## src/rtl/div_ctrl_pkg.sv

```systemverilog
// Shared constants and types for the RV32M divide sequencer.
package div_ctrl_pkg;

    localparam int DATA_W = 32;

    // func7 marking the M-extension group
    localparam logic [6:0] INST_MUL_DIV = 7'b0000001;

    // func3 encodings of the divide group
    localparam logic [2:0] INST_DIV  = 3'b100;
    localparam logic [2:0] INST_DIVU = 3'b101;
    localparam logic [2:0] INST_REM  = 3'b110;
    localparam logic [2:0] INST_REMU = 3'b111;

    typedef enum logic [1:0] {
        DIV_IDLE = 2'd0,
        DIV_CALC = 2'd1,
        DIV_END  = 2'd2
    } div_state_e;

    // DIV and REM take absolute values and restore the sign at the end
    function automatic logic is_signed_op(input logic [2:0] op);
        return (op == INST_DIV) || (op == INST_REM);
    endfunction

    // REM/REMU return the remainder, DIV/DIVU the quotient
    function automatic logic is_rem_op(input logic [2:0] op);
        return (op == INST_REM) || (op == INST_REMU);
    endfunction

    // Only the quotient ops produce all-ones on a zero divisor
    function automatic logic is_quo_op(input logic [2:0] op);
        return (op == INST_DIV) || (op == INST_DIVU);
    endfunction

endpackage

```

## src/rtl/div_ctrl.sv

```systemverilog
// Multi-cycle restoring divider sequencer for DIV/DIVU/REM/REMU.
// Holds the pipeline from issue until the single-cycle write-back strobe.
module div_ctrl
    import div_ctrl_pkg::*;
(
    input  logic        clk,
    input  logic        rst,
    input  logic        start_i,
    input  logic [2:0]  op_i,
    input  logic [31:0] dividend_i,
    input  logic [31:0] divisor_i,
    input  logic [4:0]  rd_addr_i,
    input  logic        flush_i,
    output logic [31:0] result_o,
    output logic [4:0]  rd_addr_o,
    output logic        rd_wen_o,
    output logic        busy_o,
    output logic        hold_flag_o
);

    div_state_e  state;
    div_state_e  state_next;

    logic [2:0]  op_q;
    logic [4:0]  rd_q;
    logic [4:0]  cnt;
    logic [31:0] dvd;
    logic [31:0] dsr;
    logic [31:0] rem;
    logic [31:0] quo;
    logic        neg_quo;
    logic        neg_rem;

    logic        start_ok;
    logic        sgn_op;
    logic        dsr_zero;
    logic [31:0] dividend_abs;
    logic [31:0] divisor_abs;
    logic [32:0] trial;
    logic [31:0] res_sel;
    logic        res_neg;

    assign start_ok = start_i & ~flush_i & (state == DIV_IDLE);
    assign sgn_op   = is_signed_op(op_i);
    assign dsr_zero = (divisor_i == 32'd0);

    // Two's complement magnitude; 0x8000_0000 maps to itself, which is
    // exactly the unsigned magnitude the restoring loop needs.
    assign dividend_abs = (sgn_op && dividend_i[31]) ? (~dividend_i + 32'd1) : dividend_i;
    assign divisor_abs  = (sgn_op && divisor_i[31])  ? (~divisor_i + 32'd1)  : divisor_i;

    // 33-bit trial subtraction; bit 32 set means the shifted remainder is below the divisor
    assign trial = {rem, dvd[31]} - {1'b0, dsr};

    assign busy_o      = (state != DIV_IDLE);
    assign hold_flag_o = start_ok | busy_o;

    // State register
    always_ff @(posedge clk or posedge rst) begin
        if (rst) begin
            state <= DIV_IDLE;
        end else begin
            state <= state_next;
        end
    end

    // Next-state logic: zero divisor skips the iteration phase entirely
    always_comb begin
        state_next = state;
        case (state)
            DIV_IDLE: begin
                if (start_ok) begin
                    state_next = dsr_zero ? DIV_END : DIV_CALC;
                end
            end
            DIV_CALC: begin
                if (flush_i) begin
                    state_next = DIV_IDLE;
                end else if (cnt == 5'd31) begin
                    state_next = DIV_END;
                end
            end
            DIV_END: begin
                state_next = DIV_IDLE;
            end
            default: begin
                state_next = DIV_IDLE;
            end
        endcase
    end

    // Operand latch at issue and one restoring step per CALC cycle
    always_ff @(posedge clk or posedge rst) begin
        if (rst) begin
            op_q    <= 3'd0;
            rd_q    <= 5'd0;
            cnt     <= 5'd0;
            dvd     <= 32'd0;
            dsr     <= 32'd0;
            rem     <= 32'd0;
            quo     <= 32'd0;
            neg_quo <= 1'b0;
            neg_rem <= 1'b0;
        end else begin
            case (state)
                DIV_IDLE: begin
                    if (start_ok) begin
                        op_q <= op_i;
                        rd_q <= rd_addr_i;
                        cnt  <= 5'd0;
                        if (dsr_zero) begin
                            // Preload the architected divide-by-zero results
                            dvd     <= dividend_i;
                            dsr     <= divisor_i;
                            quo     <= 32'hFFFF_FFFF;
                            rem     <= dividend_i;
                            neg_quo <= 1'b0;
                            neg_rem <= 1'b0;
                        end else begin
                            dvd     <= dividend_abs;
                            dsr     <= divisor_abs;
                            quo     <= 32'd0;
                            rem     <= 32'd0;
                            neg_quo <= sgn_op & (dividend_i[31] ^ divisor_i[31]);
                            neg_rem <= sgn_op & dividend_i[31];
                        end
                    end
                end
                DIV_CALC: begin
                    if (!trial[32]) begin
                        rem <= trial[31:0];
                        quo <= {quo[30:0], 1'b1};
                    end else begin
                        rem <= {rem[30:0], dvd[31]};
                        quo <= {quo[30:0], 1'b0};
                    end
                    dvd <= {dvd[30:0], 1'b0};
                    cnt <= cnt + 5'd1;
                end
                default: begin
                end
            endcase
        end
    end

    // Write-back outputs, live only in END; a flush there suppresses the strobe
    always_comb begin
        result_o  = 32'd0;
        rd_addr_o = 5'd0;
        rd_wen_o  = 1'b0;
        res_sel   = is_rem_op(op_q) ? rem : quo;
        res_neg   = is_rem_op(op_q) ? neg_rem : neg_quo;
        if (state == DIV_END) begin
            result_o  = res_neg ? (~res_sel + 32'd1) : res_sel;
            rd_addr_o = rd_q;
            rd_wen_o  = ~flush_i;
        end
    end

    // Keeps the shared helper visibly tied to this block's opcode set
    logic unused_quo_op;
    assign unused_quo_op = is_quo_op(op_q) & (INST_MUL_DIV == 7'd0);

endmodule

```

## config.mk

```make
export PLATFORM = sky130hd
export DESIGN_NAME = div_ctrl
export DESIGN_NICKNAME = d
export VERILOG_FILES = /design/src/rtl/div_ctrl_pkg.sv /design/src/rtl/div_ctrl.sv
export SDC_FILE = /design/constraint.sdc
export NUM_CORES = 1
export LEC_CHECK = 0
export CORE_ASPECT_RATIO = 0.75
export CORE_UTILIZATION = 56
export DETAILED_ROUTE_END_ITERATION = 8
export GPL_TIMING_DRIVEN = 0
export PLACE_DENSITY = 0.79
export SLEW_MARGIN = 20
export SYNTH_ARGS = -nofsm -noshare
export SYNTH_HDL_FRONTEND = slang
export SYNTH_SLANG_ARGS = --single-unit
```

## constraint.sdc

```tcl
create_clock -name clk -period 6.6 [get_ports clk]
set_input_delay 1.65 -clock clk [delete_from_list [all_inputs] [get_ports clk]]
set_output_delay 1.65 -clock clk [all_outputs]
set_load 0.01 [all_outputs]
```

* After elaboration in Yosys (flattened, before gate mapping)
Cells that the tools add are included.
** Operators by class
- Multiplexer cells :: 29
- Bitwise gates (word level) :: 10
- Reduce and logical (&&, ||, !) cells :: 11
- Eq/ne operators :: 9
- Add/sub/neg operators :: 5
** Operators by type and width (number)
- 32-bit two-way mux :: 13
- 32-bit case mux with 2 select lines :: 3
- 32-bit by 1-bit adder with 32-bit output (second input constant) :: 3
- 32-bit NOT :: 3
- 33-bit by 32-bit subtractor with 33-bit output :: 1
- 32-bit logical NOT :: 1
- 3-bit equality test (second input constant) :: 4
- 5-bit two-way mux :: 2
- 5-bit case mux with 2 select lines :: 1
- 2-bit two-way mux :: 4
- 2-bit AND reduction :: 3
- 5-bit by 1-bit adder with 5-bit output (second input constant) :: 1
- 5-bit equality test (second input constant) :: 1
- 1-bit two-way mux :: 5
- 1-bit AND :: 4
- 2-bit case mux with 2 select lines :: 1
- 2-bit nonzero test :: 2
- 3-bit != test (second input constant) :: 1
- 2-bit by 1-bit equality test with 1-bit output (second input constant) :: 1
- 2-bit equality test (second input constant) :: 1
- 1-bit logical AND :: 2
- 2-bit logical NOT :: 1
- 1-bit logical OR :: 2
- 2-bit != test (second input constant) :: 1
- 3 further kinds :: 3
** Word-level totals
- Bits of input ports :: 76
- Word-level logic and storage cells :: 74
- Bits in registers :: 145

* Longest topological paths before layout
Gate-level depths: netlist of the first run.
- Word-level depth :: 7
- Gate-level depth with buffers :: 17
- Mapped depth without buffers :: 13

* Worst setup path after synthesis of the first run
No wires, ideal clock.
- Path kind :: register to output
- From :: register op_q[2]
- To :: output port result_o[30]
- Setup slack :: 1.553 ns
- Buffers on the path :: 4
- Required time :: 4.950 ns
- Cell stages (with the launch flop) :: 18
- Data arrival time :: 3.397 ns
- Path through :: dfrtp_1 -> and2_1 -> buf_6 -> buf_2 -> buf_2 -> buf_2 -> mux2i_1 -> ha_1 -> inv_1 -> a211oi_1 -> and4b_1 -> o21a_1 -> nand2_1 -> nor2_2 -> nand2_1 -> o31ai_1 -> xnor2_1 -> and2_1
** On the way
- Longest elaborated chain between the ends :: 7
- Elaborated cells between the ends (all ways) :: 9
** Ends and longest elaborated chain
- start, declared :: line div_ctrl.sv:24 : logic [2:0] op_q;
- start signal, assigned :: line div_ctrl.sv:108 : op_q <= op_i;
- 3-bit equality test :: line div_ctrl_pkg.sv:28 : return (op == INST_REM) || (op == INST_REMU);
- 1-bit logical OR (*) :: line div_ctrl_pkg.sv:28
- 32-bit two-way mux :: line div_ctrl.sv:151 : res_sel = is_rem_op(op_q) ? rem : quo;
- 32-bit NOT :: line div_ctrl.sv:154 : result_o = res_neg ? (~res_sel + 32'd1) : res_sel;
- 32-bit by 1-bit adder with 32-bit output :: line div_ctrl.sv:154
- 32-bit two-way mux (*) :: line div_ctrl.sv:154
- 32-bit two-way mux (*) :: line div_ctrl.sv:153 : if (state == DIV_END) begin
- end, declared :: line div_ctrl.sv:14 : output logic [31:0] result_o,
Every way passes the cells marked *; elsewhere a longest branch is shown, timed or not.

* Worst setup path after layout of the first run
- From :: register op_q[1]
- To :: output port result_o[30]
Same word-level chain as after synthesis.

==> metrics, run 1 <==
Worst VDD drop 0.000272 V; Cells after DPL 1585; Worst Hold Depth 2; Buffers on Ports 115; post-CTS setup buffer count 0; vias in the first global route 9544; clock slew at reported path FFs 0.06 ns; Worst Max-Slew Pin Slew 1.08 ns; Worst Hold Launch rd_q[1]$_DFFE_PP0P_; Sum Neg Setup Slack 0 ns; Worst EP arrival 4.62 ns; Overall Global Routing Usage 0.358; total number of vias 10100; CTS Buf Count 17; drt via density 6.27; Crit Reg-Reg Endpoint rem[26]$_DFFE_PP0P_; DP Wirelength 25200 um; number of flops mapped to enable cells by yosys 0; CP Launch Type flop; final setup violating endpoints 0; Synth Cell Area 0.0104 mm2; first-pass GRT wire length 52800 um; Crit path max-delay family buffers and inverters; I/O pins 116; RSZ-0062 raised after global routing no; Final Max Tran Viols 0; Syn-to-layout area delta 20.7%; Synth top area share 0.348; Tmin final 6.27 ns; Hold EP rd_q[1]$_DFFE_PP0P_; power per cell area 372 mW/mm2; Leak 5.34 nW; ANT nets after route 0; Layout Nets 1474; r2r setup slk 2.85 ns; leading area contributor after synthesis dfrtp_1; Mapped Nets 1341; Rows 42; Main synth FF type dfrtp_1; worst path required time 4.95 ns; worst reg2reg startpoint dvd[31]$_DFFE_PP0P_; Register-to-Register Path Depth 14; Slew HR 0.278; largest net degree at the start of global routing 104; most common cell in the netlist nand2_1; cells after synthesis 1227; Layout Cells excl Fill 1614; die extent in x 159 um; number of library cell types mapped by synthesis 70; status finished clean; Core Region 0.0179 mm2; flops & latches, synth 144; syn avg cell area 8.44 um2; Worst Path Buf+Inv 4; die height 120 um; CTS Buffer Depth 2; Worst path max stage delay 0.53 ns; DIE AREA 0.0190 mm2; DRC viols 0; initial antenna violation count 0; Synth top cells by count nand2_1 (171), dfrtp_1 (144), o21ai_0 (103), a22oi_1 (88), nor2_1 (82); CTS Root Cell clkbuf_16; CP Cell Sequence and2_1 > buf_6 > buf_4 > mux2i_1 > ha_1 > inv_1 > a211oi_2 > and4b_1 > o21a_1 > nand2_1 > nor2_2 > nand2_1 > o31ai_1 > xnor2_1 > and2_1 > clkdlybuf4s50_1; critical path class flop to output pin; worst-path fanout max 19; Clock Latency Late Sink 0.44 ns; initial drt markers 996; Detailed Routing Iterations Pass 1 6; Hold WS 0.470 ns; Area contributors post-synth dfrtp_1 (35%), a22oi_1 (6.4%), nand2_1 (6.2%); Fin Clk Skew 0.0135 ns; layout cells sized above 1 0.0663; end-of-flow core utilization 0.699; CTS tree done; final hold viol count 0; FFs w/ async S/R, synth 1.00; fin area 0.0125 mm2; grt ovf 0; crit end category output pin; starting density of the core 0.579; Tcrit/Tclk final 0.950; slowest stage cell, crit path clkdlybuf4s50_1; H-tree lvl count 4; Hold WC Path Type flop to flop; Hold Buf Count CTS 0; final wirelength 33100 um; area post-placement 0.0118 mm2; YS warnings 0; fmax 0.159 GHz; CTS Sinks 144; gpl congestion 0.969; sequential-to-total area share from yosys stat 0.348; n_diodes 0; max_cap viols 0; wire length per cell 20.5 um
[repair_timing]
action,4_1_cts,5_1_grt
gates cloned,0,0
endpoints found under the hold margin,0,0
gates resized for setup,5,0
setup endpoints to repair,4,3
[worst max-delay path by stage]
stage	from	endpoint	slack, ns	depth (start not counted)
after floorplan	rst	cnt[0]$_DFFE_PP0P_	1.08	1
after global placement	rst	dvd[4]$_DFFE_PP0P_	-1.03	2
after detailed placement	op_q[1]$_DFFE_PP0P_	result_o[30]	0.05	18
after CTS	op_q[1]$_DFFE_PP0P_	result_o[30]	0.03	18
after global routing	op_q[1]$_DFFE_PP0P_	result_o[30]	0.008	16
final	op_q[1]$_DFFE_PP0P_	result_o[30]	0.33	16
[kinds of logic (layout without fill, tap and decap cells)]
family | Yosys count | in the layout | share of synthesized area
buf+inv | 115 | 260 | 0.0472
mux | 42 | 42 | 0.0428
flops | 144 | 144 | 0.348
fa+ha+maj | 38 | 38 | 0.0466
xor+xnor | 115 | 115 | 0.0973
simple gates | 381 | 381 | 0.175
compound gates | 392 | 392 | 0.243
[tightest hold or removal path, stage by stage, from the launching register on]
cell and delay (ns):
dfrtp_1 0.34, nand2_1 0.05, nand2_1 0.05
[report_power, final]
part	internal [mW]	leakage (nW)	total, mW	switching (mW)
Sequential	1.09	1.86	1.32	0.234
Clock	0.680	0.305	1.09	0.406
Combinational	0.919	3.17	2.24	1.32
Total	2.69	5.34	4.65	1.96
[metal layers]
| layer | part of all wire | up-vias | GRT usage |
|---|---|---|---|
| met5 | 0 | - | 0 |
| met4 | 0.026 | 0 | 0.117 |
| met3 | 0.082 | 57 | 0.0702 |
| met2 | 0.43 | 483 | 0.527 |
| met1 | 0.46 | 4931 | 0.526 |
| li1 | - | 4651 | - |
[registers in the layout, indices dropped and copies added, names as in the netlist]
signal and count:
rem 32, quo 32, dvd 32, neg_quo 1
state 2, op_q 2, cnt 5, neg_rem 1
rd_q 5, dsr 32
[per-stage QoR]
step | worst slack, ns | power [mW]
after floorplan | 1.08 | 2.89
after global placement | -1.03 | 3.43
after detailed placement | 0.0460 | 3.48
after CTS | 0.0302 | 4.60
after global routing | 0.00819 | 4.93
final | 0.327 | 4.65
[placed cells by master, fill, tap and decap left out, types with 38 or more instances in the layout]
master / instances
a21oi_1: 78
a22oi_1: 88
clkbuf_1: 45
clkdlybuf4s50_1: 115
dfrtp_1: 142
inv_1: 51
nand2_1: 171
nor2_1: 82
o21ai_0: 103
o21ai_1: 38
xnor2_1: 52
xor2_1: 63
[final cells by class]
type | instances | area [um2]
sequential | 144 | 3610
tap | 242 | 303
multi-input combinational | 968 | 6270
timing repair buffer | 116 | 1180
inverter | 53 | 206
buffer | 60 | 283
clock buffer | 18 | 439
clock inverter | 13 | 211
fill | 1463 | 5370
(Power assumes the default switching activity.)
==> run 2: changes to the inputs <==
--- a/config.mk
+++ b/config.mk
@@ -6,10 +6,9 @@
 export NUM_CORES = 1
 export LEC_CHECK = 0
 export CORE_ASPECT_RATIO = 0.75
-export CORE_UTILIZATION = 56
+export CORE_UTILIZATION = 35
 export DETAILED_ROUTE_END_ITERATION = 8
 export GPL_TIMING_DRIVEN = 0
-export PLACE_DENSITY = 0.79
 export SLEW_MARGIN = 20
 export SYNTH_ARGS = -nofsm -noshare
 export SYNTH_HDL_FRONTEND = slang
==> run 2 against run 1 <==
  * Count of clock-buffer cells in the layout up 8
  * Non-clock buffer count did not move
  * Sequential power is essentially flat
  * Maximum frequency decreased by 1.1%
  * Worst hold slack got worse by 0.0055 ns
  * Critical path type unchanged
  * Largest power group unchanged
  * Highest routed layer unchanged
==> metrics, run 2 (synthesis gave the netlist of run 1 again) <==
I/O pins 116 (unchanged); initial antenna violation count 0 (unchanged); status finished clean; worst path required time 4.95 ns (about the same); H-tree lvl count 4 (unchanged); most frequent cells in the layout nand2_1 (171), dfrtp_1 (143), clkdlybuf4s50_1 (115); DP Wirelength 27700 um (+9.9%); area post-placement 0.0120 mm2 (+1.6%); CTS tree done; CTS Buffer Depth 2 (unchanged); max_cap viols 0 (unchanged); initial drt markers 907 (-8.9%); Core Region 0.0291 mm2 (+63%); end-of-flow core utilization 0.434 (-0.265); first-pass GRT wire length 54600 um (+3.4%); Buffers on Ports 115 (unchanged); Hold WC Path Type flop to flop; Worst EP arrival 4.69 ns (+0.07 ns); drt via density 5.61 (-11%); vias in the first global route 9324 (-2.3%); Final Max Tran Viols 0 (unchanged); Worst path max stage delay 0.54 ns (about the same); clock slew at reported path FFs 0.06 ns (about the same); worst-path fanout max 19 (unchanged); Slew HR 0.343 (+0.0654); commonest non-fill, non-tap cell in the layout nand2_1; fmax 0.158 GHz (-1.1%); Layout Nets 1474 (unchanged); Sum Neg Setup Slack 0 ns (unchanged); gpl congestion 0.969 (about the same); total number of vias 9888 (-2.3%); Worst Max-Slew Pin Slew 0.981 ns (-0.0977 ns); Fin Clk Skew 0.00910 ns (-0.00437 ns); crit end category output pin; CTS Sinks 144 (unchanged); RSZ-0062 raised after global routing no; Total Power 4.53 mW (-2.4%); die extent in x 201 um (+26%); n_diodes 0 (unchanged); power per cell area 360 mW/mm2 (-3.3%); DIE AREA 0.0303 mm2 (+59%); post-CTS setup buffer count 0 (unchanged); Tmin final 6.34 ns (+0.0668 ns); grt ovf 0 (unchanged); die height 151 um (+26%); fin area 0.0126 mm2 (+0.90%); Syn-to-layout area delta 21.8%; CTS Buf Count 17 (unchanged); critical path class flop to output pin; Worst Hold Depth 2 (unchanged); CTS Root Cell clkbuf_16; DRC viols 0 (unchanged); final hold viol count 0 (unchanged); Clock Latency Late Sink 0.44 ns (about the same); CP Launch Type flop; final setup violating endpoints 0 (unchanged); Worst VDD drop 0.000221 V (-19%); final worst-path setup slack 0.260 ns (-0.0668 ns); Detailed Routing Iterations Pass 1 5 (-1); Overall Global Routing Usage 0.237 (-0.121); starting density of the core 0.356 (-0.223); final wirelength 35000 um (+5.8%); Register-to-Register Path Depth 14 (unchanged); slowest stage cell, crit path clkdlybuf4s50_1; Place WS 0.0827 ns (+0.0367 ns); Leak 5.31 nW (-0.43%); Tcrit/Tclk final 0.961 (+0.0101); CP Cell Sequence and2_1 > buf_6 > buf_4 > mux2i_1 > ha_1 > inv_1 > a211oi_2 > and4b_1 > o21a_1 > nand2_1 > nor2_2 > nand2_1 > o31ai_1 > xnor2_1 > and2_1 > clkdlybuf4s50_1; Rows 54 (+29%); layout cells sized above 1 0.0620 (-0.00437); wire length per cell 19.9 um (-3.2%); ANT nets after route 0 (unchanged); largest net degree at the start of global routing 77 (-26%)
run 2: cell count changes in the layout (fill, tap and decap cells not counted), sizes merged:
cell | before | now
bufinv | 5 | 2
clkbuf | 63 | 71
clkinv | 3 | 2
clkinvlp | 4 | 1
inv | 54 | 53
run 2: metal layers:
layer | track usage | routed length, um
met4 | 0.0592 | 488
met5 | 0 | 0
met1 | 0.348 | 17200
met2 | 0.351 | 14600
met3 | 0.0486 | 2690
run 2: critical path: cells and delay by family (launching register included):
family	cells	cell delay [ns]
AO/OA/AOI/OAI	3	0.80
XOR/XNOR	1	0.17
adder cells (fa/ha/maj)	1	0.18
buffers and inverters	4	1.18
flip-flops	1	0.46
multiplexers	1	0.29
AND/OR/NAND/NOR	6	1.13
run 2: final cells by class:
class | instances | area (um2)
Buffer | 60 | 283
Clock buffer | 26 | 499
Clock inverter | 5 | 77.6
Fill cell | 2955 | 16400
Inverter | 53 | 206
Multi-Input combinational cell | 968 | 6270
Sequential cell | 144 | 3600
Tap cell | 392 | 490
Timing Repair Buffer | 116 | 1180
run 2: report_power, final:
group          switching [mW]  leakage [nW]  internal [mW]
Combinational            1.29          3.17          0.918
Clock                   0.389         0.280          0.594
Sequential              0.256          1.86           1.09
run 2: final timing paths:
kind,slack [ns],start,end
worst max-delay path,0.26,op_q[2]$_DFFE_PP0P_,result_o[30]
min in group asynchronous,1.66,rst,dsr[23]$_DFFE_PP0P_
max in group asynchronous,4.18,rst,dvd[6]$_DFFE_PP0P_
worst min-delay path,0.46,rd_q[2]$_DFFE_PP0P_,rd_q[2]$_DFFE_PP0P_
worst max register to register,2.82,dvd[31]$_DFFE_PP0P_,rem[26]$_DFFE_PP0P_
worst min register to register,0.46,rd_q[2]$_DFFE_PP0P_,rd_q[2]$_DFFE_PP0P_
run 2: metrics by stage:
stage               instances  hold slack, ns
finish                   1764           0.465
global route             1764           0.490
CTS                      1765           0.469
detailed placement       1735           0.454
global placement         1734           0.452
floorplan                1227           0.437
run 2: repair_timing:
action,CTS,global route
hold buffers,0,0
gates resized for setup,2,2
setup endpoints to repair,5,3
==> run 3: changes to the inputs <==
--- a/config.mk
+++ b/config.mk
@@ -9,6 +9,7 @@
 export CORE_UTILIZATION = 35
 export DETAILED_ROUTE_END_ITERATION = 8
 export GPL_TIMING_DRIVEN = 0
+export REMOVE_ABC_BUFFERS = 1
 export SLEW_MARGIN = 20
 export SYNTH_ARGS = -nofsm -noshare
 export SYNTH_HDL_FRONTEND = slang
==> run 3 against run 2 <==
  * The run now ends with DRC left
  * Via count shrank 8.2%
  * Maximum frequency increased by 0.75%
  * Total power down 0.17%
==> metrics, run 3 (synthesis gave the netlist of run 1 again) <==
Hold WC Path Type flop to flop; H-tree lvl count 4 (unchanged); I/O pins 116 (unchanged); Rows 54 (unchanged); power per cell area 359 mW/mm2 (-0.12%); CTS Buffer Depth 2 (unchanged); die extent in x 201 um (unchanged); max_cap viols 0 (unchanged); CTS tree done; RSZ-0062 raised after global routing no; Worst EP arrival 4.64 ns (-0.05 ns); CP Cell Sequence and2_4 > mux2i_2 > ha_1 > inv_1 > a211oi_1 > and4b_1 > o21a_1 > nand2_1 > nor2_2 > nand2_1 > o31ai_1 > xnor2_1 > and2_1 > clkdlybuf4s50_1; Worst VDD drop 0.000214 V (-3.3%); final hold viol count 0 (unchanged); Syn-to-layout area delta 21.7% (about the same); total number of vias 9081 (-8.2%); Buffers on Ports 115 (unchanged); Hold WS 0.470 ns (+0.00565 ns); Worst Max-Slew Pin Slew 1.09 ns (+0.109 ns); r2r setup slk 2.68 ns (-0.14 ns); Fin Clk Skew 0.0114 ns (+0.00225 ns); Layout Cells excl Fill 1714 (-2.8%); commonest non-fill, non-tap cell in the layout nand2_1; first-pass GRT wire length 47000 um (-14%); worst path required time 4.95 ns (about the same); Clock Latency Late Sink 0.43 ns (about the same); final setup violating endpoints 0 (unchanged); DIE AREA 0.0303 mm2 (unchanged); Tmin final 6.29 ns (-0.0474 ns); violated checks DRC; CTS Sinks 144 (unchanged); multi-input combinational cell area 0.00630 mm2 (+0.60%); critical path class flop to output pin; initial antenna violation count 1 (+1); Fillers 2882 (-2.5%); worst-path fanout max 12 (-7); Worst Path Buf+Inv 2 (-2); ANT nets after route 0 (unchanged); Worst path max stage delay 0.65 ns (+0.11 ns); Tcrit/Tclk final 0.953 (-0.00718); Hold Buf Count CTS 0 (unchanged); initial drt markers 790 (-13%); Detailed Routing Iterations Pass 1 7 (+2); area post-placement 0.0119 mm2 (-0.68%); fin area 0.0126 mm2 (about the same); clock slew at reported path FFs 0.06 ns (about the same); starting density of the core 0.356 (unchanged); Leak 5.31 nW (-0.13%); grt ovf 0 (unchanged); layout cells sized above 1 0.0712 (+0.00920); CTS Buf Count 17 (unchanged); wire length per cell 17.0 um (-14%); vias in the first global route 8400 (-9.9%); DP Wirelength 22200 um (-20%); Overall Global Routing Usage 0.196 (-0.0402); register area 0.00360 mm2 (about the same); CTS Root Cell clkbuf_16; status finished, violations left; crit end category output pin; gpl congestion 0.853 (-12%); Slew HR 0.272 (-0.0712); Cells after DPL 1681 (-3.1%); Final Max Tran Viols 0 (unchanged); Core Region 0.0291 mm2 (unchanged); drt via density 5.30 (-5.5%); Crit path top cell by count nand2_1; fmax 0.159 GHz (+0.75%); DRC viols 2 (+2); CP Launch Type flop; final wirelength 29100 um (-17%); slowest stage cell, crit path dfrtp_1; largest net degree at the start of global routing 85 (+10%); Layout Nets 1423 (-3.5%); Crit path max-delay family simple AND/OR/NAND/NOR gates; die height 151 um (unchanged); most frequent cells in the layout nand2_1 (171), dfrtp_1 (144), clkdlybuf4s50_1 (115)
run 3: worst register-to-register path, delay by kind of cell, from the launching register on:
kind            cells  cell delay, ns
fa+ha+maj           1            0.43
flops               1            0.49
simple gates        4            1.26
compound gates      5            1.12
mux                 1            0.46
run 3: through the flow:
step,util,setup TNS [ns],power [mW],setup slack (ns)
finish,0.434,0,4.53,0.308
global route,0.434,0,4.86,0.0414
CTS,0.433,0,4.51,0.0555
detailed placement,0.411,0,3.44,0.520
global placement,0.403,-629.16,3.38,-5.11
floorplan,-,0,2.84,0.234
run 3: worst paths after layout:
path,start,end,cells after the start
max in group asynchronous,rst,rd_q[1]$_DFFE_PP0P_,3
min in group asynchronous,rst,quo[3]$_DFFE_PP0P_,2
min,rd_q[1]$_DFFE_PP0P_,rd_q[1]$_DFFE_PP0P_,2
max reg2reg,rem[6]$_DFFE_PP0P_,rem[26]$_DFFE_PP0P_,11
max,op_q[2]$_DFFE_PP0P_,result_o[30],14
min reg2reg,rd_q[1]$_DFFE_PP0P_,rd_q[1]$_DFFE_PP0P_,2
run 3: per-layer routing:
metal / up-vias / GRT usage / share of wire
met2: 279 / 0.280 / 0.41
met5: - / 0 / 0
li1: 4559 / - / -
met4: 0 / 0.0416 / 0.0094
met1: 4227 / 0.302 / 0.52
met3: 16 / 0.0372 / 0.059
run 3: timing repair:
action                     CTS  global route
setup endpoints to repair    0             3
buffers inserted             0             0
gates resized for setup      0             1
run 3: final cells by class:
type | count | share of cell area
Timing Repair Buffer | 124 | 0.108
Clock buffer | 17 | 0.0338
Inverter | 53 | 0.0164
Tap cell | 392 | 0.0389
Multi-Input combinational cell | 969 | 0.500
Antenna cell | 1 | 0.000199
Sequential cell | 144 | 0.286
Clock inverter | 14 | 0.0169
run 3: power by group:
part	leakage, nW	switching, mW	total [mW]	internal (mW)
Clock	0.302	0.398	1.07	0.668
Combinational	3.14	1.19	2.09	0.896
Sequential	1.86	0.281	1.37	1.09
